`src/rtl/pattern_multi_snake_pkg.sv`:
```
// Shared MAX7219 word fields, edge/FSM enums and the per-axis head-step helpers
// used by the pattern generators.
package max7219_types;

    localparam logic [3:0] HDR       = 4'h0;
    localparam logic [3:0] REG_ROW_0 = 4'h1;
    localparam logic [3:0] REG_ROW_1 = 4'h2;
    localparam logic [3:0] REG_ROW_2 = 4'h3;
    localparam logic [3:0] REG_ROW_3 = 4'h4;
    localparam logic [3:0] REG_ROW_4 = 4'h5;
    localparam logic [3:0] REG_ROW_5 = 4'h6;
    localparam logic [3:0] REG_ROW_6 = 4'h7;
    localparam logic [3:0] REG_ROW_7 = 4'h8;

    typedef enum logic {
        EDGE_BOUNCE,
        EDGE_WRAP
    } edge_mode_t;

    typedef enum logic [1:0] {
        ST_WAIT,
        ST_ERASE,
        ST_PLOT
    } snake_state_t;

    function automatic logic [3:0] reg_row(input int unsigned s);
        case (s)
            0:       reg_row = REG_ROW_0;
            1:       reg_row = REG_ROW_1;
            2:       reg_row = REG_ROW_2;
            3:       reg_row = REG_ROW_3;
            4:       reg_row = REG_ROW_4;
            5:       reg_row = REG_ROW_5;
            6:       reg_row = REG_ROW_6;
            default: reg_row = REG_ROW_7;
        endcase
    endfunction

    // Coordinates are stepped at 32 bits and compared against size-1 so that
    // non-power-of-two dimensions never produce an out-of-range index.
    function automatic logic [31:0] axis_next_pos(input logic [31:0] pos, input logic inc,
                                                  input logic [31:0] size, input edge_mode_t mode);
        if (mode == EDGE_WRAP) begin
            if (inc) axis_next_pos = (pos == size - 1) ? 32'd0 : pos + 1;
            else     axis_next_pos = (pos == 32'd0) ? size - 1 : pos - 1;
        end else begin
            if (pos == size - 1)  axis_next_pos = pos - 1;
            else if (pos == 32'd0) axis_next_pos = pos + 1;
            else                  axis_next_pos = inc ? pos + 1 : pos - 1;
        end
    endfunction

    function automatic logic axis_next_inc(input logic [31:0] pos, input logic inc,
                                           input logic [31:0] size, input edge_mode_t mode);
        if (mode == EDGE_WRAP)     axis_next_inc = inc;
        else if (pos == size - 1)  axis_next_inc = 1'b0;
        else if (pos == 32'd0)     axis_next_inc = 1'b1;
        else                       axis_next_inc = inc;
    endfunction

endpackage

```
`src/rtl/pattern_multi_snake_walker.sv`:
```
// One snake: head position and direction, plus a shift register of the last
// TAIL_LENGTH+1 plotted positions so the oldest one can be erased.
module snake_walker
    import max7219_types::*;
#(
    parameter int unsigned FB_WIDTH    = 8,
    parameter int unsigned FB_HEIGHT   = 8,
    parameter int unsigned TAIL_LENGTH = 4,
    parameter edge_mode_t  EDGE_MODE   = EDGE_BOUNCE,
    localparam int unsigned XW = (FB_WIDTH  > 1) ? $clog2(FB_WIDTH)  : 1,
    localparam int unsigned YW = (FB_HEIGHT > 1) ? $clog2(FB_HEIGHT) : 1
) (
    input  logic          clk_i,
    input  logic          rst_i,
    input  logic [XW-1:0] start_x_i,
    input  logic [YW-1:0] start_y_i,
    input  logic          start_x_right_i,
    input  logic          start_y_up_i,
    input  logic          advance_i,
    output logic [XW-1:0] head_x_o,
    output logic [YW-1:0] head_y_o,
    output logic [XW-1:0] tail_x_o,
    output logic [YW-1:0] tail_y_o,
    output logic          tail_valid_o
);

    localparam int unsigned   FW       = $clog2(TAIL_LENGTH + 2);
    localparam logic [FW-1:0] FILL_MAX = FW'(TAIL_LENGTH + 1);

    logic [XW-1:0] x_q, x_d;
    logic [YW-1:0] y_q, y_d;
    logic          xr_q, xr_d;
    logic          yu_q, yu_d;
    logic [FW-1:0] fill_q;
    logic [TAIL_LENGTH:0][XW+YW-1:0] hist_q;

    always_comb begin
        x_d  = XW'(axis_next_pos(32'(x_q), xr_q, FB_WIDTH, EDGE_MODE));
        xr_d = axis_next_inc(32'(x_q), xr_q, FB_WIDTH, EDGE_MODE);
        y_d  = YW'(axis_next_pos(32'(y_q), yu_q, FB_HEIGHT, EDGE_MODE));
        yu_d = axis_next_inc(32'(y_q), yu_q, FB_HEIGHT, EDGE_MODE);
    end

    always_ff @(posedge clk_i) begin
        if (rst_i) begin
            x_q    <= start_x_i;
            y_q    <= start_y_i;
            xr_q   <= start_x_right_i;
            yu_q   <= start_y_up_i;
            fill_q <= '0;
        end else if (advance_i) begin
            x_q  <= x_d;
            y_q  <= y_d;
            xr_q <= xr_d;
            yu_q <= yu_d;
            if (fill_q != FILL_MAX) fill_q <= fill_q + 1'b1;
        end
    end

    // History contents are only meaningful once fill_q saturates, so no reset.
    if (TAIL_LENGTH == 0) begin : g_hist_one
        always_ff @(posedge clk_i) begin
            if (advance_i) hist_q[0] <= {x_q, y_q};
        end
    end else begin : g_hist_shift
        always_ff @(posedge clk_i) begin
            if (advance_i) hist_q <= {hist_q[TAIL_LENGTH-1:0], {x_q, y_q}};
        end
    end

    assign head_x_o     = x_q;
    assign head_y_o     = y_q;
    assign tail_x_o     = hist_q[TAIL_LENGTH][XW+YW-1:YW];
    assign tail_y_o     = hist_q[TAIL_LENGTH][YW-1:0];
    assign tail_valid_o = (fill_q == FILL_MAX);

endmodule

```
`src/rtl/pattern_multi_snake.sv`:
```
// Multi-snake diagonal pattern generator: owns the framebuffer, step FSM and
// delay counter, and maps the framebuffer onto the 8-stream MAX7219 bus.
module pattern_multi_snake
    import max7219_types::*;
#(
    parameter int unsigned DISP_ROWS    = 1,
    parameter int unsigned DISP_COLUMNS = 1,
    parameter int unsigned DELAY_CLOCKS = 60000,
    parameter int unsigned NUM_SNAKES   = 2,
    parameter int unsigned TAIL_LENGTH  = 4,
    parameter edge_mode_t  EDGE_MODE    = EDGE_BOUNCE
) (
    input  logic i_Clk,
    input  logic i_Rst,
    input  logic i_Pause,
    output logic o_Step,
    output logic [0:7][DISP_ROWS-1:0][DISP_COLUMNS-1:0][15:0] o_MAX7219_DataStream
);

    localparam int unsigned FB_W  = DISP_COLUMNS * 8;
    localparam int unsigned FB_H  = DISP_ROWS * 8;
    localparam int unsigned XW    = (FB_W > 1) ? $clog2(FB_W) : 1;
    localparam int unsigned YW    = (FB_H > 1) ? $clog2(FB_H) : 1;
    localparam int unsigned PW    = $clog2(FB_W * FB_H);
    localparam int unsigned CNT_W = $clog2(DELAY_CLOCKS + 2);
    localparam int unsigned KW    = (NUM_SNAKES > 1) ? $clog2(NUM_SNAKES) : 1;

    snake_state_t      state_q, state_d;
    logic [CNT_W-1:0]  cnt_q, cnt_d;
    logic [KW-1:0]     k_q, k_d;
    logic              step_q, step_d;
    logic [FB_W*FB_H-1:0] fb_q;

    logic [XW-1:0] head_x [NUM_SNAKES];
    logic [YW-1:0] head_y [NUM_SNAKES];
    logic [XW-1:0] tail_x [NUM_SNAKES];
    logic [YW-1:0] tail_y [NUM_SNAKES];
    logic [NUM_SNAKES-1:0] tail_valid;
    logic [NUM_SNAKES-1:0] adv;

    logic          wr_en;
    logic          wr_val;
    logic [XW-1:0] wr_x;
    logic [YW-1:0] wr_y;
    logic [PW-1:0] wr_idx;

    for (genvar i = 0; i < NUM_SNAKES; i++) begin : g_snake
        assign adv[i] = (state_q == ST_PLOT) && (k_q == KW'(i));

        snake_walker #(
            .FB_WIDTH    (FB_W),
            .FB_HEIGHT   (FB_H),
            .TAIL_LENGTH (TAIL_LENGTH),
            .EDGE_MODE   (EDGE_MODE)
        ) u_walker (
            .clk_i           (i_Clk),
            .rst_i           (i_Rst),
            .start_x_i       (XW'((3 * i) % FB_W)),
            .start_y_i       (YW'(i % FB_H)),
            .start_x_right_i ((i % 2) == 0),
            .start_y_up_i    (1'b1),
            .advance_i       (adv[i]),
            .head_x_o        (head_x[i]),
            .head_y_o        (head_y[i]),
            .tail_x_o        (tail_x[i]),
            .tail_y_o        (tail_y[i]),
            .tail_valid_o    (tail_valid[i])
        );
    end

    // All erases of a step run before any plot, so a head always wins a pixel
    // vacated in the same step.
    always_comb begin
        state_d = state_q;
        cnt_d   = cnt_q;
        k_d     = k_q;
        step_d  = 1'b0;
        wr_en   = 1'b0;
        wr_val  = 1'b0;
        wr_x    = '0;
        wr_y    = '0;
        case (state_q)
            ST_WAIT: begin
                if (!i_Pause) begin
                    if (cnt_q == CNT_W'(DELAY_CLOCKS)) begin
                        state_d = ST_ERASE;
                        k_d     = '0;
                    end else begin
                        cnt_d = cnt_q + 1'b1;
                    end
                end
            end
            ST_ERASE: begin
                wr_en  = tail_valid[k_q];
                wr_val = 1'b0;
                wr_x   = tail_x[k_q];
                wr_y   = tail_y[k_q];
                if (k_q == KW'(NUM_SNAKES - 1)) begin
                    state_d = ST_PLOT;
                    k_d     = '0;
                end else begin
                    k_d = k_q + 1'b1;
                end
            end
            ST_PLOT: begin
                wr_en  = 1'b1;
                wr_val = 1'b1;
                wr_x   = head_x[k_q];
                wr_y   = head_y[k_q];
                if (k_q == KW'(NUM_SNAKES - 1)) begin
                    state_d = ST_WAIT;
                    cnt_d   = '0;
                    k_d     = '0;
                    step_d  = 1'b1;
                end else begin
                    k_d = k_q + 1'b1;
                end
            end
            default: state_d = ST_WAIT;
        endcase
    end

    assign wr_idx = PW'(wr_y) * PW'(FB_W) + PW'(wr_x);

    always_ff @(posedge i_Clk) begin
        if (i_Rst) begin
            state_q <= ST_WAIT;
            cnt_q   <= '0;
            k_q     <= '0;
            step_q  <= 1'b0;
            fb_q    <= '0;
        end else begin
            state_q <= state_d;
            cnt_q   <= cnt_d;
            k_q     <= k_d;
            step_q  <= step_d;
            if (wr_en) fb_q[wr_idx] <= wr_val;
        end
    end

    assign o_Step = step_q;

    for (genvar s = 0; s < 8; s++) begin : g_row
        for (genvar r = 0; r < DISP_ROWS; r++) begin : g_mrow
            for (genvar c = 0; c < DISP_COLUMNS; c++) begin : g_mcol
                assign o_MAX7219_DataStream[7-s][r][c] =
                    {HDR, reg_row(s), fb_q[((r * 8 + 7 - s) * FB_W + c * 8) +: 8]};
            end
        end
    end

endmodule

```
`config.mk`:
```
export PLATFORM = sky130hd
export DESIGN_NAME = pattern_multi_snake
export DESIGN_NICKNAME = d
export VERILOG_FILES = /design/src/rtl/pattern_multi_snake_pkg.sv /design/src/rtl/pattern_multi_snake_walker.sv /design/src/rtl/pattern_multi_snake.sv
export SDC_FILE = /design/constraint.sdc
export NUM_CORES = 1
export LEC_CHECK = 0
export ABC_AREA = 1
export BUFFER_PORTS_ARGS = -buffer_cell sky130_fd_sc_hd__clkbuf_2
export CAP_MARGIN = 30
export CORE_MARGIN = 8
export CORE_UTILIZATION = 55
export CTS_CLUSTER_DIAMETER = 80
export DETAILED_ROUTE_END_ITERATION = 16
export PLACE_DENSITY = 0.81
export RECOVER_POWER = 100
export SLEW_MARGIN = 20
export SYNTH_ARGS = -nofsm -noshare
export SYNTH_HDL_FRONTEND = slang
export SYNTH_SLANG_ARGS = --single-unit
```
`constraint.sdc`:
```
create_clock -name i_Clk -period 2.9 [get_ports i_Clk]
set_input_delay 0.145 -clock i_Clk [delete_from_list [all_inputs] [get_ports i_Clk]]
set_output_delay 0.145 -clock i_Clk [all_outputs]
set_load 0.02 [all_outputs]
```
==> results of run 1 <==
==> metal layers <==
metal  up-vias  wire, µm  GRT usage, %
met5         -         0             0
met4         0       388          7.16
met3        38      1020          4.75
met2       203      8160          30.0
met1      2969      7910          22.6
li1       3270         -             -
==> worst paths after layout <==
path,start,endpoint,slack (ns),cells past startpoint
setup / recovery,state_q[0],fb_q[27],0.27,9
hold reg to reg,g_snake[1].u_walker.hist_q[18],g_snake[1].u_walker.tail_y_o[0],0.41,0
setup reg to reg,state_q[0],fb_q[27],0.27,9
hold / removal,i_Pause,cnt_q[5],0.19,6
==> cell usage in the layout, fill, tap and decap left out, types with 9 or more instances in the layout <==
master     instances
nand3_1           69
nand2_2            9
dfxtp_1          106
buf_4              9
edfxtp_1          60
nand2_1          196
nand4_1           24
nor2_2             9
inv_1             71
clkbuf_1          69
o21ai_0           29
clkbuf_16         20
nor2_1           150
conb_1            64
a21oi_1           95
nand3_2            9
ha_1              28
nor3_1            10
==> kinds of logic (layout without fill, tap and decap cells) <==
| kind of cell | after synthesis | after routing | synth area share [%] |
|---|---|---|---|
| xor+xnor | 8 | 8 | 0.843 |
| fa+ha+maj | 28 | 28 | 4.21 |
| flops | 166 | 166 | 47.2 |
| compound gates | 130 | 130 | 8.20 |
| buf+inv | 185 | 193 | 12.6 |
| simple gates | 487 | 487 | 26.9 |
| other cells | 2 | 64 | 0.0903 |
==> sequential cells by signal (all words and copies together), names as in the netlist <==
| name | flops |
|---|---|
| fb_q | 64 |
| g_snake.u_walker.head_x_o | 6 |
| o_Step | 1 |
| g_snake.u_walker.xr_q | 2 |
| g_snake.u_walker.yu_q | 2 |
| k_q | 1 |
| g_snake.u_walker.hist_q | 48 |
| g_snake.u_walker.head_y_o | 6 |
| state_q | 2 |
| g_snake.u_walker.fill_q | 6 |
| g_snake.u_walker.tail_x_o | 6 |
| cnt_q | 16 |
| g_snake.u_walker.tail_y_o | 6 |
==> area by class of cell <==
cell class / count / area [µm²]
inverters: 76 / 288
multi-input cells: 717 / 3520
clock inverters: 12 / 141
well taps: 188 / 235
flip-flops and latches: 166 / 3920
repair buffers: 85 / 362
clock buffers: 20 / 500
fillers: 1311 / 6010
==> power groups by stage <==
stage / Sequential, mW / Clock (mW) / Combinational [mW]
after global placement: 2.72 / 0 / 1.12
after CTS: 2.68 / 2.43 / 1.15
after global routing: 2.70 / 2.52 / 1.26
final: 2.68 / 2.39 / 1.12
after detailed placement: 2.73 / 0 / 1.14
after floorplan: 2.69 / 0 / 1.04
==> per-stage QoR <==
step | utilization [%] | cell area [µm²] | worst slack (ns) | cells | power, mW
floorplan | - | 8550 | 0.686 | 1068 | 3.73
global placement | 56.8 | 8500 | 0.467 | 1232 | 3.84
detailed placement | 56.8 | 8500 | 0.313 | 1232 | 3.87
CTS | 61.0 | 9140 | 0.298 | 1264 | 6.26
global route | 59.9 | 8970 | 0.0823 | 1264 | 6.48
finish | 59.9 | 8970 | 0.275 | 1264 | 6.19
==> critical path, cell delays in order, from the launching register on <==
cell and delay, ns:
dfxtp_1 0.34, inv_1 0.15, ha_1 0.64, nand3_1 0.24, nand2_1 0.21, inv_2 0.14, nor3_4 0.50, nand3_1 0.16
nand2_1 0.10, nor2_1 0.05
==> cells in the mapped netlist (7+ instances only) <==
cell type  count
ha_1          28
buf_4         75
dfxtp_1      106
nand3_2       15
nand3_1       63
a21oi_1       94
edfxtp_1      60
inv_1         71
nand2_2       11
nand4_1       24
nor2_2        10
nor2_1       148
nor3_1         9
buf_2          8
clkbuf_1      13
xor2_1         8
o21ai_0       29
nand2_4        7
nand2_1      193
==> results_dict.tcl, run 1 <==
set metrics [dict create \
    setup_tns_ns 0 \
    vdd_drop_max_mv 0.497 \
    grt_overflow 0 \
    synth_cells 1006 \
    cts_tree "yes" \
    cp_max_fo 16 \
    drc 0 \
    p_per_area_nw_per_um2 690 \
    portBuffers 67 \
    max_slew.worst_pin.slew_ns 0.822 \
    p_leak_nw 3.67 \
    io_pins 132 \
    cts_setup_buffers 0 \
    hp-class "in -> reg" \
    layout-drive-gt1-share_pct 8.74 \
    die_w_um 139 \
    drv_slew 0 \
    cts_made_buffers 17 \
    dpl.hpwl_um 12400 \
    fmax_mhz 381 \
    setup_violations 0 \
    routed_wl_um 17500 \
    seq_area_frac_synth_pct 47.2 \
    routed_via_density 5.13 \
    avgSynthCellArea_um2 8.27 \
    yosys_warnings 0 \
    skew_ns 0.0106 \
    timing.hold.ws_ns 0.186 \
    core-area_um2 15000 \
    dr.pass1.iters 6 \
    nNetsFinal 1094 \
    cts_hold_buf 0 \
    status "complete, no violations" \
    post-route-period-util_pct 90.5 \
    maxCapViolations 0 \
    switching_power_mw 1.96 \
    yosys.area.top_type_share_pct 25.5 \
    arrival_ns 2.95 \
    p_sw_share_pct 31.7 \
    globalplace.congestion 0.912 \
    endpoint_kind "register" \
    pwr-share-clk_pct 38.6 \
    drtAntennaViolNets 0 \
    cts_max_path_buffers 2 \
    synth.distinct_cells 34 \
    hold_viol_final 0 \
    clock_sink_count 166 \
    synth_edf_count 60 \
    rsz0062_at_grt "no" \
    wl_per_cell_um 13.8 \
    worstPathRequired_ns 3.23 \
    die_height_um 139 \
    seqPwrFrac_pct 43.3 \
    grt_max_degree 58 \
    grt_pass1_wl_um 29300 \
    antenna_cells 0 \
    root_buffer "clkbuf_16" \
    min_period_ns 2.63 \
    worstSetupStartpointType "register" \
    die_area_um2 19300 \
    async_flop_share_pct 0 \
    htreeDepth 4 \
    crit_type "reg -> reg" \
    initial_core_util_pct 55.5 \
    track_usage_pct 18.3 \
    drt_iter0_drc 588 \
    pwr-share-comb_pct 18.0 \
    clkLatencyLatePin_ns 0.44 \
    synthesis.area_um2 8320 \
    vias 6480 \
    placementRows 45 \
    clk_pin_slew_worst_paths_ns 0.07 \
    ys_ff_latch 166 \
    yosysTopAreaCell "dfxtp_1" \
    ctsResizeCount 0 \
    grt_pass1_vias 6024 \
    area_growth_pct 7.85 \
    slew-limit-headroom_pct 45.1 \
    antenna_found_initial 0 \
    intPower_mw 4.23 \
    synthTopCellsByArea "dfxtp_1, edfxtp_1, nand2_1, buf_4, nor2_1" \
    synth_flop_cell "dfxtp_1" \
]
Power figures use the tool's default switching activity.
==> run 2, diff against run 1 <==
--- a/config.mk
+++ b/config.mk
@@ -9,10 +9,10 @@
 export BUFFER_PORTS_ARGS = -buffer_cell sky130_fd_sc_hd__clkbuf_2
 export CAP_MARGIN = 30
 export CORE_MARGIN = 8
-export CORE_UTILIZATION = 55
+export CORE_UTILIZATION = 35
 export CTS_CLUSTER_DIAMETER = 80
 export DETAILED_ROUTE_END_ITERATION = 16
-export PLACE_DENSITY = 0.81
+export PLACE_DENSITY = 0.57
 export RECOVER_POWER = 100
 export SLEW_MARGIN = 20
 export SYNTH_ARGS = -nofsm -noshare
==> run 2 against run 1 <==
Against the previous run:
- clock skew up 0.0027 ns
- power shrank 2.4%
- critical endpoint is now fb_q[58]
- register-to-register slack better by 0.03 ns
- final area up 1.1%
==> results_dict.tcl, run 2 (synthesis gave the netlist of run 1 again) <==
set metrics [dict create \
    p_leak_nw 3.61 \
    worstSetupStartpointType "register" \
    layout-drive-gt1-share_pct 8.22 \
    slew-limit-headroom_pct 45.4 \
    p_per_area_nw_per_um2 667 \
    htreeDepth 4 \
    drtAntennaViolNets 0 \
    largest_register_ffs 64 \
    track_usage_pct 12.9 \
    globalplace.congestion 0.824 \
    clock_sink_count 166 \
    grt_overflow 0 \
    placementRows 56 \
    max_slew.worst_pin.slew_ns 0.818 \
    cp_max_fo 14 \
    min_period_ns 2.59 \
    skew_ns 0.0132 \
    rsz0062_at_grt "no" \
    hp-class "in -> reg" \
    ctsResizeCount 0 \
    antenna_cells 0 \
    cts_hold_buf 0 \
    mostFrequentLayoutCell "nand2_1" \
    setup_violations 0 \
    max_flop_register "fb_q" \
    layout_common_cells "nand2_1, nor2_1, dfxtp_1" \
    cts_max_path_buffers 2 \
    drt_iter0_drc 468 \
    final-instance-count-excl-fill 1390 \
    cts_tree "yes" \
    die_w_um 170 \
    root_buffer "clkbuf_16" \
    core-area_um2 23400 \
    reg_top3 "fb_q (64), g_snake.u_walker.hist_q (48), cnt_q (16)" \
    setup_tns_ns 0 \
    antenna_found_initial 0 \
    area_growth_pct 9.00 \
    endpoint_kind "register" \
    portBuffers 67 \
    clkLatencyLatePin_ns 0.44 \
    nNetsFinal 1089 \
    hold_viol_final 0 \
    clk_pin_slew_worst_paths_ns 0.07 \
    status "complete, no violations" \
    grt_max_degree 58 \
    die_height_um 170 \
    vias 6218 \
    worstPathRequired_ns 3.27 \
    drc 0 \
    grt_pass1_vias 5735 \
    cts_setup_buffers 0 \
    dpl.hpwl_um 13300 \
    initial_core_util_pct 35.5 \
    die_area_um2 29000 \
    routed_via_density 4.47 \
    vdd_drop_max_mv 0.344 \
    grt_pass1_wl_um 30300 \
    post-route-period-util_pct 89.3 \
    arrival_ns 2.96 \
    fmax_mhz 386 \
    dr.pass1.iters 4 \
    io_pins 132 \
    wl_per_cell_um 13.4 \
    r2r_slack_ns 0.31 \
    drv_slew 0 \
    fillerInstances 2474 \
    crit_type "reg -> reg" \
    maxCapViolations 0 \
    routed_wl_um 18700 \
    dp.cells 1358 \
    cts_made_buffers 17 \
]
==> run 2: changes by cell type in the layout (fill, tap and decap cells not counted), sizes merged <==
cell	before	now
bufinv	1	0
clkbuf	96	85
inv	85	84
clkinv	2	7
buf	9	12
==> run 2: worst paths after layout <==
check | cells after the start | startpoint | end
setup reg to reg | 11 | state_q[0] | fb_q[58]
hold reg to reg | 0 | g_snake[1].u_walker.hist_q[0] | g_snake[1].u_walker.hist_q[6]
hold / removal | 3 | i_Rst | cnt_q[8]
setup / recovery | 11 | state_q[0] | fb_q[58]
==> run 2: worst max-delay path, stage by stage (launching register included) <==
cell	delay (ns)
dfxtp_1	0.33
inv_1	0.15
ha_1	0.26
buf_2	0.34
nand3_2	0.10
nand2_1	0.20
nand3_1	0.21
nor2_4	0.25
nand2_1	0.27
nor2_1	0.26
nor2_1	0.06
nor2_1	0.09
==> run 2: layer usage <==
layer	routed length, µm	track usage [%]
met1	9020	17.1
met2	8710	20.4
met3	728	2.90
met4	215	4.31
met5	0	0
==> run 2: metrics by stage <==
step | hold slack [ns] | instance area, µm² | util, % | setup WS (ns) | total power, mW
after detailed placement | 0.405 | 8640 | 36.9 | 0.458 | 3.90
after floorplan | 0.400 | 8550 | - | 0.686 | 3.73
final | 0.203 | 9060 | 38.7 | 0.309 | 6.04
after global routing | 0.220 | 9060 | 38.7 | 0.0838 | 6.39
after CTS | 0.186 | 9250 | 39.5 | 0.437 | 6.17
after global placement | 0.401 | 8640 | 36.9 | 0.497 | 3.88
==> run 2: report_power, final <==
part	internal (mW)	switching (mW)
clock network	1.17	1.07
registers	2.59	0.0930
logic	0.267	0.852
==> run 2: cell type report <==
cell class	count	area [µm²]	area share, %
clock inverter	15	176	1.95
clock buffer	17	425	4.69
sequential	166	3920	43.3
inverter	76	288	3.17
timing repair buffer	80	358	3.95
multi-input combinational	717	3490	38.6
tap	319	399	4.40
==> run 3, diff against run 2 <==
--- a/config.mk
+++ b/config.mk
@@ -8,11 +8,13 @@
 export ABC_AREA = 1
 export BUFFER_PORTS_ARGS = -buffer_cell sky130_fd_sc_hd__clkbuf_2
 export CAP_MARGIN = 30
+export CELL_PAD_IN_SITES_DETAIL_PLACEMENT = 2
+export CELL_PAD_IN_SITES_GLOBAL_PLACEMENT = 2
 export CORE_MARGIN = 8
-export CORE_UTILIZATION = 35
+export CORE_UTILIZATION = 30
 export CTS_CLUSTER_DIAMETER = 80
 export DETAILED_ROUTE_END_ITERATION = 16
-export PLACE_DENSITY = 0.57
+export PLACE_DENSITY = 0.75
 export RECOVER_POWER = 100
 export SLEW_MARGIN = 20
 export SYNTH_ARGS = -nofsm -noshare
==> run 3 against run 2 <==
Against the previous run:
- count of clock-buffer cells in the layout grew 1
- critical path depth is the same
- cell count grew 4.6%
- final area grew 1.1%
- critical endpoint unchanged
- die area grew 15%
- via count grew 8.2%
- clock skew grew 0.0023 ns
- largest power group unchanged
- power grew 2.7%
==> results_dict.tcl, run 3 (synthesis gave the netlist of run 1 again) <==
set metrics [dict create \
    cts_hold_buf 0 \
    die_w_um 183 \
    ctsResizeCount 0 \
    initial_core_util_pct 30.2 \
    dr.pass1.iters 4 \
    layout_common_cells "nand2_1, nor2_1, dfxtp_1" \
    worstSetupStartpointType "register" \
    critPathSlowestCell "nor2_2" \
    drv_slew 0 \
    crit_type "reg -> reg" \
    worstPathRequired_ns 3.27 \
    slew-limit-headroom_pct 47.4 \
    core-area_um2 27600 \
    grt_max_degree 58 \
    layout-drive-gt1-share_pct 8.55 \
    grt_pass1_wl_um 39700 \
    hp-class "in -> reg" \
    globalplace.congestion 0.748 \
    routed_wl_um 25000 \
    max_slew.worst_pin.slew_ns 0.790 \
    io_pins 132 \
    skew_ns 0.0155 \
    cpMostUsedCell "nor2_1" \
    cts_setup_buffers 0 \
    clock_sink_count 166 \
    seqPwrFrac_pct 43.5 \
    maxCapViolations 0 \
    intPower_mw 4.06 \
    pwr-share-clk_pct 36.9 \
    vias 6730 \
    root_buffer "clkbuf_16" \
    rsz0062_at_grt "no" \
    cp_max_fo 12 \
    drtAntennaViolNets 0 \
    path_cells "inv_1 > ha_1 > buf_4 > nand3_1 > nand2_4 > nand3_1 > nor2_2 > nand2_4 > nor2_1 > nor2_1 > nor2_1" \
    area_growth_pct 10.2 \
    switching_power_mw 2.15 \
    mostFrequentLayoutCell "nand2_1" \
    arrival_ns 3.08 \
    htreeDepth 4 \
    path_delay_family "simple AND/OR/NAND/NOR gates" \
    max_flop_register "fb_q" \
    reg_top3 "fb_q (64), g_snake.u_walker.hist_q (48), cnt_q (16)" \
    grt_overflow 0 \
    clk_pin_slew_worst_paths_ns 0.07 \
    die_height_um 183 \
    postLayoutCoreUtil_pct 33.3 \
    cts_made_buffers 17 \
    hold_viol_final 0 \
    cts_max_path_buffers 2 \
    drt_iter0_drc 190 \
    cts_tree "yes" \
    nNetsFinal 1094 \
    largest_register_ffs 64 \
    status "complete, no violations" \
    grt_pass1_vias 7246 \
    antenna_found_initial 0 \
    routed_via_density 4.63 \
    pwr-share-comb_pct 19.6 \
    total_power_mw 6.21 \
    setup_tns_ns 0 \
    max_stage_delay_ns 0.45 \
    clkLatencyLatePin_ns 0.43 \
    setup_violations 0 \
    post-route-period-util_pct 93.4 \
    p_leak_nw 3.64 \
    drc 0 \
    die_area_um2 33300 \
    track_usage_pct 14.9 \
    p_per_area_nw_per_um2 677 \
    fmax_mhz 369 \
    endpoint_kind "register" \
    vdd_drop_max_mv 0.405 \
    wl_per_cell_um 17.2 \
    placementRows 61 \
    portBuffers 67 \
    min_period_ns 2.71 \
    antenna_cells 0 \
    p_sw_share_pct 34.6 \
    final_area_um2 9170 \
    dpl.hpwl_um 18300 \
    critPathBufInv 2 \
    placed_area_um2 8750 \
]
[run 3: cell type report]
class | instances | area (µm²)
fill | 3276 | 18400
sequential | 166 | 3920
multi-input combinational | 717 | 3510
tap | 378 | 473
clock buffer | 18 | 450
timing repair buffer | 85 | 367
inverter | 76 | 288
clock inverter | 14 | 158
[run 3: stage by stage]
step / hold slack [ns] / worst slack, ns / instances
finish: 0.284 / 0.191 / 1454
global route: 0.334 / 0.0349 / 1454
CTS: 0.267 / 0.219 / 1454
detailed placement: 0.405 / 0.335 / 1422
global placement: 0.401 / 0.482 / 1422
floorplan: 0.400 / 0.686 / 1068
[run 3: final timing paths]
kind | from | to | slack [ns] | depth (start not counted)
worst max-delay path | state_q[0] | fb_q[58] | 0.19 | 11
worst min-delay path | i_Pause | cnt_q[5] | 0.28 | 6
worst max register to register | state_q[0] | fb_q[58] | 0.19 | 11
worst min register to register | g_snake[0].u_walker.hist_q[13] | g_snake[0].u_walker.hist_q[19] | 0.42 | 0
[run 3: layer usage]
| layer | vias to the layer above | global-route usage [%] | wire [µm] |
|---|---|---|---|
| li1 | 3268 | - | - |
| met1 | 3339 | 16.9 | 10900 |
| met2 | 95 | 27.9 | 13100 |
| met3 | 28 | 2.59 | 590 |
| met4 | 0 | 4.43 | 373 |
| met5 | - | 0 | 0 |
[run 3: worst min-delay path, delay by kind of cell]
family,cells,cell delay [ns]
simple gates,3,0.26
buf+inv,2,0.20
compound gates,1,0.05
[run 3: power by group through the flow]
stage          clock, mW  sequential [mW]  combinational [mW]
3_3_place_gp           0             2.73                1.20
5_1_grt             2.45             2.72                1.35
2_1_floorplan          0             2.69                1.04
3_5_place_dp           0             2.75                1.26
4_1_cts             2.37             2.70                1.28
6_report            2.29             2.70                1.21
